### src/rtl/iot_monitor_multi.sv
// Multi-lane active-device occupancy counter with saturate/wrap arithmetic,
// sticky bound flags, synchronous clear and hysteretic alarm.
// Optional peak tracking is compiled in with `define MONITOR_PEAK_EN.
module iot_monitor_multi #(
  parameter int WIDTH     = 8,
  parameter int CHANNELS  = 4,
  parameter int WRAP      = 0,
  parameter int THRESHOLD = 200,
  parameter int HYST      = 8
) (
  input  logic                clk,
  input  logic                rst,
  input  logic [CHANNELS-1:0] change,
  input  logic [CHANNELS-1:0] on_off,
  input  logic                clear,
  output logic [WIDTH-1:0]    counter_out,
  output logic                alarm,
  output logic                ovf,
  output logic                unf
`ifdef MONITOR_PEAK_EN
  ,
  output logic [WIDTH-1:0]    peak_out
`endif
);

  localparam int CW = $clog2(CHANNELS + 1);
  localparam int SW = WIDTH + $clog2(CHANNELS) + 2;

  localparam logic [WIDTH-1:0] CNT_MAX = '1;
  localparam logic [WIDTH-1:0] THR     = WIDTH'(THRESHOLD);
  localparam logic [WIDTH-1:0] REL     = WIDTH'(THRESHOLD - HYST);

  typedef enum logic {IDLE, ACTIVE} alarm_state_e;

  logic [WIDTH-1:0]     count_q, count_d;
  logic                 ovf_q, ovf_d;
  logic                 unf_q, unf_d;
  alarm_state_e         state_q;
  logic [CW-1:0]        ups, downs;
  logic signed [SW-1:0] sum_s;
  logic                 ovf_hit, unf_hit;

  // NOTE: combinational blocks use blocking '=' and assign every output a
  // default first, so no latch is inferred; clocked blocks use only '<='.
  always_comb begin
    ups   = '0;
    downs = '0;
    for (int i = 0; i < CHANNELS; i++) begin
      ups   = ups   + CW'(change[i] &  on_off[i]);
      downs = downs + CW'(change[i] & ~on_off[i]);
    end
  end

  // Wide signed sum: the sign bit flags underflow, any bit above WIDTH overflow.
  always_comb begin
    sum_s   = $signed(SW'(count_q)) + $signed(SW'(ups)) - $signed(SW'(downs));
    unf_hit = sum_s[SW-1];
    ovf_hit = ~sum_s[SW-1] & (|sum_s[SW-2:WIDTH]);

    if (WRAP != 0)    count_d = sum_s[WIDTH-1:0];
    else if (ovf_hit) count_d = CNT_MAX;
    else if (unf_hit) count_d = '0;
    else              count_d = sum_s[WIDTH-1:0];
    ovf_d = ovf_q | ovf_hit;
    unf_d = unf_q | unf_hit;

    if (clear) begin
      count_d = '0;
      ovf_d   = 1'b0;
      unf_d   = 1'b0;
    end
  end

  // Alarm state is judged on the value the counter is about to take.
  always_ff @(posedge clk or negedge rst) begin
    if (!rst) begin
      count_q <= '0;
      ovf_q   <= 1'b0;
      unf_q   <= 1'b0;
      state_q <= IDLE;
    end else begin
      count_q <= count_d;
      ovf_q   <= ovf_d;
      unf_q   <= unf_d;
      if (clear) begin
        state_q <= IDLE;
      end else begin
        case (state_q)
          IDLE:    if (count_d >= THR) state_q <= ACTIVE;
          ACTIVE:  if (count_d <  REL) state_q <= IDLE;
          default: state_q <= IDLE;
        endcase
      end
    end
  end

  assign counter_out = count_q;
  assign ovf         = ovf_q;
  assign unf         = unf_q;
  assign alarm       = (state_q == ACTIVE);

`ifdef MONITOR_PEAK_EN
  logic [WIDTH-1:0] peak_q;

  always_ff @(posedge clk or negedge rst) begin
    if (!rst)                 peak_q <= '0;
    else if (clear)           peak_q <= '0;
    else if (count_d > peak_q) peak_q <= count_d;
  end

  assign peak_out = peak_q;
`else
  // Peak tracking not built.
`endif

endmodule
### config.mk
export PLATFORM = sky130hd
export DESIGN_NAME = iot_monitor_multi
export DESIGN_NICKNAME = d
export VERILOG_FILES = /design/src/rtl/iot_monitor_multi.sv
export SDC_FILE = /design/constraint.sdc
export NUM_CORES = 1
export LEC_CHECK = 0
export ABC_AREA = 1
export ABC_CLOCK_PERIOD_IN_PS = 3000
export BUFFER_PORTS_ARGS = -buffer_cell sky130_fd_sc_hd__buf_2
export CORE_ASPECT_RATIO = 1.2
export CORE_MARGIN = 4
export CORE_UTILIZATION = 49
export DETAILED_ROUTE_END_ITERATION = 8
export PLACE_DENSITY = 0.72
export SLEW_MARGIN = 20
export SYNTH_ARGS = -nofsm -noshare
export SYNTH_HDL_FRONTEND = slang
export SYNTH_SLANG_ARGS = --single-unit
### constraint.sdc
create_clock -name clk -period 3 [get_ports clk]
set_clock_uncertainty 0.1 [all_clocks]
set_input_delay 0.3 -clock clk [delete_from_list [all_inputs] [get_ports clk]]
set_output_delay 0.3 -clock clk [all_outputs]
set_load 0.05 [all_outputs]
==> impl_metrics.yaml <==
cts:
  root_buffer: "clkbuf_4"
  cts.clk_slew.worst_paths_ps: 70
  clock-sinks: 11
  h-tree-depth: 1
  cts_tree: "yes"
  clock_latency_ps: 270
  cts_max_path_buffers: 2
  cts_buffers: 3
critical_path:
  cp-start-kind: "input pin"
  end_kind: "flop"
  path_cells: "buf_12 > inv_12 > nor2_4 > fa_2 > ha_4 > ha_4 > fa_1 > inv_2 > fa_2 > fa_2 > nand3_2 > nand3_4 > nand2_4 > nand2_2 > nand2_4 > nand2_4 > buf_4 > nand2_2 > nand2_2 > nor2_2"
  cp.required_ps: 3110
  reg2reg_depth: 13
  cp.arrival_ps: 3700
  max_stage_delay_ps: 590
  crit_fanout: 5
  crit_type: "in -> reg"
  crit_slowest_cell: "fa_2"
grt:
  grt_pass1_vias: 1142
  overflow: 0
  grt_max_degree: 12
  grt_usage_pct: 20.24
  grt_pass1_wl_microns: 4823
  grt_antenna_before_repair: 0
route:
  route.detailed.drc: 0
  drt_iter0_drc: 25
  routed_wl_microns: 2950
  ant_nets: 0
  wl_met2_microns: 1662
  drt_first_pass_iters: 4
  top_layer: "met4"
  wl_met1_microns: 1143
  vias: 1125
  wl_per_cell_microns: 12.55
  wl_met3_microns: 111
  routed_via_density: 4.787
floorplan:
  dieArea_sq_um: 3245
  num_rows: 19
  dieWidth_microns: 52.68
  core-area_sq_um: 2282
  chipHeight_microns: 61.61
  initial_core_util_pct: 51.43
  ioPinCount: 22
sta:
  setup_viol: 11
  min_period_over_period_pct: 119.6
  fmax_mhz: 278.7
  relSlewSlack_pct: 78.08
  rsz0062_at_grt: "yes"
  setup_ws_ps: -588.5
  post-route-min-period_ps: 3588
  slew_viol_final: 0
  setup_tns_ps: -5459
  tightestPinTransition_ps: 328.8
  hold_violations: 0
hold_path:
  hp-class: "in -> reg"
  min_delay_path_depth: 4
final_layout:
  drive_gt1_share_pct: 42.65
  multiInputGateArea_sq_um: 977.2
  fillCellCount: 173
  n_antenna_cell: 0
  layout.cells.non_filler: 235
  seq_area_sq_um: 275.3
  final_nets: 240
  syn2layout_area_growth_pct: 49.36
placed_design:
  dp_hpwl_microns: 2185
  placed_cells_incl_taps: 225
  gp_congestion: 0.8166
  portBuffers: 21
outcome:
  status: "complete, but fails checks"
  violations: "setup timing"
synthesis:
  yosysUniqueCellTypes: 18
  synth_nets: 196
  synth_area_sq_um: 1174
  synth_cells: 161
  yosysTopAreaCellShare_pct: 23.45
  synth.avg_cell_area_sq_um: 7.290
  ys_warn_count: 0
  synth-seq-area-share_pct: 23.45
  synth_top_cell_by_area: "dfrtp_1"
  ys_top_cells_by_area: "dfrtp_1 23%, ha_1 21%, nand2_1 16%"
  ys_ff_latch: 11
job:
  drv_cap: 0
==> cell usage after synthesis <==
cell type / instances
or2_2: 1
nor2_1: 9
nor2_2: 1
ha_1: 20
nand3b_1: 2
a21oi_1: 5
nand2_1: 50
fa_1: 4
xnor2_1: 4
a21oi_4: 1
inv_1: 35
nand3_2: 2
dfrtp_1: 11
nand2_4: 1
nand3_1: 10
o21ai_0: 1
nand4_1: 1
nand2_2: 3
==> critical path, delay by kind of cell <==
family / cells / cell delay [ps]
fa+ha+maj: 6 / 2290
simple gates: 10 / 770
buf+inv: 4 / 340
==> through the flow <==
step,utilization [%],worst slack (ps),area (sq um),hold slack (ps)
6_report,76.81,-588.5,1753,296.4
5_1_grt,76.81,-694.1,1753,319.8
4_1_cts,72.70,-515.0,1659,295.3
3_5_place_dp,67.27,-882.7,1535,84.27
3_3_place_gp,67.27,-782.0,1535,74.87
2_1_floorplan,-,-569.1,1301,-95.59
==> worst paths after layout <==
kind / start / endpoint / slack (ps)
setup reg to reg: counter_out[2] / counter_out[0] / 510
max in group asynchronous: rst / counter_out[3] / 2240
hold / removal: clear / ovf / 300
min in group asynchronous: rst / ovf / 360
setup / recovery: change[1] / alarm / -590
hold reg to reg: unf / unf / 370
==> registers in the layout, indices dropped and copies added (netlist names) <==
register,flops
unf,1
ovf,1
alarm,1
counter_out,8
==> per-layer routing <==
metal	vias to the layer above	GRT usage, %
met2	25	40.07
li1	584	-
met1	512	21.50
met3	4	4.116
met5	-	0
met4	0	5.109
==> cell type report <==
cell class,instances,area share (%)
tap,31,2.213
multi-input combinational,115,55.75
inverter,35,8.351
sequential,11,15.70
clock buffer,4,1.499
timing repair buffer,39,16.49
==> logic make-up (layout without fill, tap and decap cells) <==
family	count (synthesis)	after routing	synth area share, %
simple gates	80	80	30.28
fa+ha+maj	24	24	28.15
flops	11	11	23.45
buf+inv	35	78	11.19
compound gates	7	7	3.944
xor+xnor	4	4	2.985
==> what timing repair did <==
| item | 4_1_cts | 5_1_grt |
|---|---|---|
| hold endpoints to repair | 11 | 0 |
| gates resized for setup | 19 | 19 |
| endpoints found under the setup margin | 11 | 11 |
| pin swaps | 7 | 16 |
| cloned | 0 | 0 |
| setup buffers | 3 | 3 |
| hold buffers | 1 | 0 |
==> cells in the final DEF, fill, tap and decap left out <==
cell	instances
clkbuf_1	1
nor2_1	4
dfrtp_1	11
xnor2_2	1
fa_1	1
or2_2	1
nand2_2	9
a21oi_4	1
buf_6	7
o21ai_1	1
nand3_1	4
nor2_2	3
ha_1	15
buf_12	1
nand3b_1	2
nand3_2	5
buf_4	12
nand3_4	3
buf_2	18
a21oi_2	2
inv_4	1
nand4_1	1
a21oi_1	3
inv_2	3
inv_12	1
nand2_4	5
nand2_1	40
inv_1	30
clkbuf_4	3
ha_4	5
xnor2_1	3
fa_2	3
nor2_4	3
dlygate4sd3_1	1
Power is not shown: default switching activity piles up to over one toggle a cycle in this logic, so the estimate is an artifact.
